$ cat config.mk
export PLATFORM = sky130hd
export DESIGN_NAME = sign_extension
export DESIGN_NICKNAME = d
export VERILOG_FILES = /design/src/rtl/sign_extension.sv
export SDC_FILE = /design/constraint.sdc
export NUM_CORES = 1
export LEC_CHECK = 0
export ABC_AREA = 1
export BUFFER_PORTS_ARGS = -buffer_cell sky130_fd_sc_hd__buf_2
export CAP_MARGIN = 30
export CORE_MARGIN = 1
export CORE_UTILIZATION = 25
export DETAILED_ROUTE_END_ITERATION = 8
export PLACE_DENSITY = 0.52
export SYNTH_ARGS = -nofsm -noshare
export SYNTH_HDL_FRONTEND = slang
export SYNTH_SLANG_ARGS = --single-unit
export TNS_END_PERCENT = 100
$ cat constraint.sdc
create_clock -name clk -period 2.3 [get_ports clk]
set_clock_uncertainty 0.15 [all_clocks]
set_input_delay 0.115 -clock clk [delete_from_list [all_inputs] [get_ports clk]]
set_output_delay 0.115 -clock clk [all_outputs]
set_load 0.005 [all_outputs]
$ cat src/rtl/sign_extension.sv
// Immediate extender: combinational y/neg from a/mode, plus a registered
// copy y_q qualified by in_valid with a one-cycle out_valid strobe.
//
// Ports:
//   clk, reset      rising-edge clock, synchronous active-high reset
//   a [IN_W-1:0]    immediate field
//   mode [2:0]      000 hw sext, 001 hw zext, 010 byte sext, 011 byte zext,
//                   100 upper imm, 101 branch offset (sext << 2), 11x = 000
//   in_valid        capture y into y_q on this edge
//   y [OUT_W-1:0]   combinational result, neg = y[OUT_W-1]
//   y_q, out_valid  registered result and its one-cycle valid
module sign_extension #(
  parameter int IN_W  = 16,
  parameter int OUT_W = 32
) (
  input  logic             clk,
  input  logic             reset,
  input  logic [IN_W-1:0]  a,
  input  logic [2:0]       mode,
  input  logic             in_valid,
  output logic [OUT_W-1:0] y,
  output logic             neg,
  output logic [OUT_W-1:0] y_q,
  output logic             out_valid
);

  localparam int PAD_W = OUT_W - IN_W;
  localparam int BYTE_PAD_W = OUT_W - 8;

  logic [OUT_W-1:0] hw_sext;
  logic [OUT_W-1:0] hw_zext;
  logic [OUT_W-1:0] b_sext;
  logic [OUT_W-1:0] b_zext;
  logic [OUT_W-1:0] upper;
  logic [OUT_W-1:0] branch;

  assign hw_sext = {{PAD_W{a[IN_W-1]}}, a};
  assign hw_zext = {{PAD_W{1'b0}}, a};
  assign b_sext  = {{BYTE_PAD_W{a[7]}}, a[7:0]};
  assign b_zext  = {{BYTE_PAD_W{1'b0}}, a[7:0]};
  assign upper   = {a, {PAD_W{1'b0}}};
  // Word-aligned offset: top two sign bits fall off the end.
  assign branch  = {hw_sext[OUT_W-3:0], 2'b00};

  always_comb begin
    y = hw_sext;
    unique case (mode)
      3'b001:  y = hw_zext;
      3'b010:  y = b_sext;
      3'b011:  y = b_zext;
      3'b100:  y = upper;
      3'b101:  y = branch;
      default: y = hw_sext;
    endcase
  end

  assign neg = y[OUT_W-1];

  logic [OUT_W-1:0] y_d;
  logic [OUT_W-1:0] y_r_q;
  logic             out_valid_d;
  logic             out_valid_q;

  always_comb begin
    y_d         = y_r_q;
    out_valid_d = 1'b0;
    if (reset) begin
      y_d         = '0;
      out_valid_d = 1'b0;
    end else if (in_valid) begin
      y_d         = y;
      out_valid_d = 1'b1;
    end
  end

  always_ff @(posedge clk) begin
    y_r_q       <= y_d;
    out_valid_q <= out_valid_d;
  end

  assign y_q       = y_r_q;
  assign out_valid = out_valid_q;

endmodule

* After elaboration in Yosys (flattened, before gate mapping)
Index checks and enable logic that the tools add are counted.
Word-level totals: register bits after elaboration 33, latch bits 0, bits in writable memories 0, ROM bits 0, bits of input ports 22, output and inout port bits 66, logic and storage cells 9, memories 0
Operators by class: add/subtract/negate cells 0, multiply operators 0, div/mod/pow operators 0, $lt $le $gt $ge 0, equality and inequality tests 5, shift operators 0, multiplexer cells 2, bitwise gates (word level) 0, reduce and logical (&&, ||, !) cells 0
Operator list (count):
- case mux 32 bit (5 select lines) | 1
- == test 3 x 2 -> 1 bit, second input constant | 2
- == test 3 bit, second input constant | 2
- == test 3 x 1 -> 1 bit, second input constant | 1
- 2-to-1 mux 1 bit | 1

* Depth between registers and ports, before layout
depth in word-level cells 2, depth in mapped cells 9, mapped depth without buffers 8

* Worst setup path before layout
No wires, ideal clock.
path kind input to register, start input mode[1], end register y_r_q[17], in the netlist y_q[17], library setup time 0.109 ns, arrival time 0.889 ns, data required time 2.041 ns, path slack 1.152 ns, cell stages on the path 9, path buffers 1, path through inv_1 -> nor2_2 -> nand2_4 -> nand2_2 -> buf_4 -> nor2_1 -> nand3_1 -> nand2_1 -> inv_1
Between the ends: word-level cells in the longest chain between the ends 2, elaborated cells on any way between the ends 6
RTL lines:
- from (decl) | RTL line 19 | input logic [2:0] mode,
- == test 3 bit, or another cell as far along | RTL line 47 | unique case (mode)
- case mux 32 bit (5 select lines) (*) | RTL line 47
- to (signal assigned) | RTL line 77 | y_r_q <= y_d;
- to (decl) | RTL line 60 | logic [OUT_W-1:0] y_r_q;
Every way passes the cells marked *; elsewhere a longest branch is shown, timed or not. A chain may end at the register's enable or synchronous reset.

* Final worst setup path
start input mode[1], end output y[20]
Between the ends: word-level cells in the longest chain between the ends 2, elaborated cells on any way between the ends 6
RTL lines:
- == test 3 bit, or another cell as far along | RTL line 47
- case mux 32 bit (5 select lines) (*) | RTL line 47
- to (decl) | RTL line 21 | output logic [OUT_W-1:0] y,
Marks and branches as above.

==> reports/qor.yml <==
finish:
  post_route_cells_drive_above_1_share: 0.2600
  antenna_cells_inserted: 0
  area_growth_pct: 30.88
  cell_area_after_layout_um2: 2466
  design.final.nets: 421
  num-fill-cells: 835
setup_path:
  worst_ep_arrival_time_ns: 1.25
  critical_path.n_buffers_inverters: 3
  timing.critical_path.slowest_cell_delay_ns: 0.21
  critical_path.reg2reg.endpoint: "y_q[8]"
  crit_chain: "buf_2 -> inv_1 -> nor2_2 -> nand2_4 -> nand2_2 -> nor2_1 -> nand2_1 -> buf_2"
  setup.worst_path.end_class: "primary output"
  reg_to_reg_startpoint: "y_q[8]"
  critPathSlowestCell: "sky130_fd_sc_hd__nand2_2"
  regToRegSetupSlack_ns: 1.46
  timing.setup.critical_path_class: "in2out"
  worst-path-stages: 8
  timing.critical_path.mode_cell: "sky130_fd_sc_hd__buf_2"
  crit_fanout: 19
  cp.required_ns: 2.04
  rr_worst_depth: 4
  cpLargestDelayFamily: "simple AND/OR/NAND/NOR gates"
  cp-start-kind: "input port"
flow_run:
  drv_cap: 0
logic_synthesis:
  yosysMostFrequentCell: "sky130_fd_sc_hd__nor2_1"
  yosys_warnings: 0
  synth_edf_count: 0
  synth_seq_area_share: 0.3506
  ys_seq_elements: 33
  synth_top_area_cell: "sky130_fd_sc_hd__dfxtp_1"
  synth.lib_cells_used.distinct: 20
  ys_dominant_reg_cell: "sky130_fd_sc_hd__dfxtp_1"
  syn_inst: 320
  post-synth-top-area-fraction: 0.3506
  mappedNetlistArea_um2: 1884
  synth_commonest_cells: "sky130_fd_sc_hd__nor2_1, sky130_fd_sc_hd__nand2_1, sky130_fd_sc_hd__inv_1"
  avgSynthCellArea_um2: 5.888
  synthTopCellsByArea: "sky130_fd_sc_hd__dfxtp_1, sky130_fd_sc_hd__nor2_1, sky130_fd_sc_hd__nand2_1, sky130_fd_sc_hd__inv_1, sky130_fd_sc_hd__nand3_1"
  postSynth.asyncResetShare: 0
  syn-num-nets: 342
sta:
  worst-slew-pin-transition_ns: 0.6200
  rsz0062_at_grt: "false"
  setup_viol: 0
  peak_clock_frequency_supported_by_timing_ghz: 0.6605
  final_critical_path_share_of_the_clock_period: 0.6583
  finalSetupTns_ns: 0
  timing_hold_violations_final: 0
  maxSlewHeadroom: 0.5867
  fin_crit_ns: 1.514
  timing.final.max_slew_violations: 0
worst_hold_path:
  hold-path-endpoint: "y_q[3]"
  holdCritStartpoint: "a[1]"
  min_delay_path_depth: 5
  worstHoldPathType: "in2reg"
place:
  place_area_um2: 2386
  routabilityCongestion: 0.7520
  dp_hpwl_um: 4375
  port_buffers: 87
cts:
  cts_resized: 0
  tritoncts_clock_tree: "yes"
  clkSinkCount: 33
  htreeDepth: 2
  cts_hold_buffers: 0
  clock_tree.buffer_depth: 2
  clkSlewWorstSetupHoldPaths_ns: 0.07
  postCtsSetupBuffers: 0
  clk-insertion-delay-late_ns: 0.28
  clock_tree.root_cell: "sky130_fd_sc_hd__clkbuf_8"
  cts_made_buffers: 5
floorplanning:
  core.rowCount: 31
  die_h_um: 88.82
  num_io_pins: 88
  die_area_um2: 7888
  die-width_um: 88.82
  coreArea_um2: 7253
  initial_core_utilization: 0.2598
pwr:
  power.share.clock: 0.299
  power.leakage_nw: 1.555
  netSwitchingFraction: 0.3110
  seq_power_share: 0.447
  intPower_w: 0.0009761
  ir_drop_uv: 184.8
  power_frac_comb: 0.254
  p_per_area_nw_per_um2: 574.5
  p_sw_w: 0.0004407
global_routing:
  grt_max_degree: 39
  first_global_vias: 1892
  global_route_wire_length_before_repair_um: 9011
  grt_antenna_before_repair: 0
  grt_use_total: 0.1520
  global_route_congestion_overflow_total: 0
route:
  detailedRoute.firstIterationViolations: 64
  ant_nets: 0
  first_pass_iters: 4
  via_count: 2086
  drt_drc_violations_left: 0
  wl_per_cell_um: 11.62
  postRouteWirelength_um: 5800
  vias_per_cell: 4.180
run_status:
  status: "finished clean"
kinds of logic (layout without fill, tap and decap cells):
logic type	after synthesis	after routing	synth area share
AO/OA/AOI/OAI	17	17	0.04914
buffers and inverters	68	148	0.1448
flip-flops	33	33	0.3506
AND/OR/NAND/NOR	202	202	0.4555
placed cells by master, fill, tap and decap left out, drive strengths merged:
master and instances:
clkbuf 8, nand3 26, nand2 65, buf 88, o21ai 16, nand4 11, clkinv 1, nor2 100
a21oi 1, dfxtp 33, inv 51
worst min-delay path: stages:
cell and delay, ns:
sky130_fd_sc_hd__buf_2 0.09, sky130_fd_sc_hd__nand2_1 0.06, sky130_fd_sc_hd__o21ai_2 0.06, sky130_fd_sc_hd__o21ai_0 0.07, sky130_fd_sc_hd__inv_1 0.04
area by class of cell:
type	count	area, um2	area share
timing repair buffer	88	455.4	0.1847
clock buffer	8	80.08	0.03247
inverter	52	195.2	0.07915
sequential	33	660.6	0.2679
tap	99	123.9	0.05023
multi-input combinational	219	950.9	0.3856
per-stage QoR:
stage          setup slack [ns]  utilization  std cells  total power (W)  hold WS (ns)
6_report                 0.7860       0.3400        499         0.001417       0.01702
3_5_place_dp             0.7787       0.3290        491         0.001009        0.3163
5_1_grt                  0.6511       0.3400        499         0.001514       0.05910
3_3_place_gp             0.8077       0.3290        491         0.001009        0.3121
4_1_cts                  0.7784       0.3400        499         0.001445       0.01738
2_1_floorplan             1.152            -        320        0.0008496        0.1404
power groups by stage:
stage | Clock (W) | Sequential, W | Combinational [W]
2_1_floorplan | 0 | 0.000651 | 0.000199
3_3_place_gp | 0 | 0.000647 | 0.000363
3_5_place_dp | 0 | 0.000646 | 0.000363
4_1_cts | 0.000447 | 0.000634 | 0.000365
5_1_grt | 0.000460 | 0.000638 | 0.000416
6_report | 0.000424 | 0.000634 | 0.000360
per-layer routing:
layer | wire [um] | global-route usage | vias to the layer above
met5 | 0 | 0 | -
met4 | 116 | 0.05572 | 0
met3 | 353 | 0.03638 | 10
met2 | 2507 | 0.2399 | 63
met1 | 2823 | 0.2014 | 894
li1 | - | - | 1119
worst max path at each step:
stage	slack (ns)	from	to
after floorplan	1.15	mode[1]	y_q[17]
after global placement	0.81	mode[1]	y[20]
after detailed placement	0.78	mode[1]	y[20]
after CTS	0.78	mode[1]	y[30]
after global routing	0.65	mode[1]	y[14]
final	0.79	mode[1]	y[20]
sequential cells by signal (all words and copies together) (netlist names):
register   count
out_valid      1
y_q           32
No activity file was read; power rests on OpenSTA's default activity.
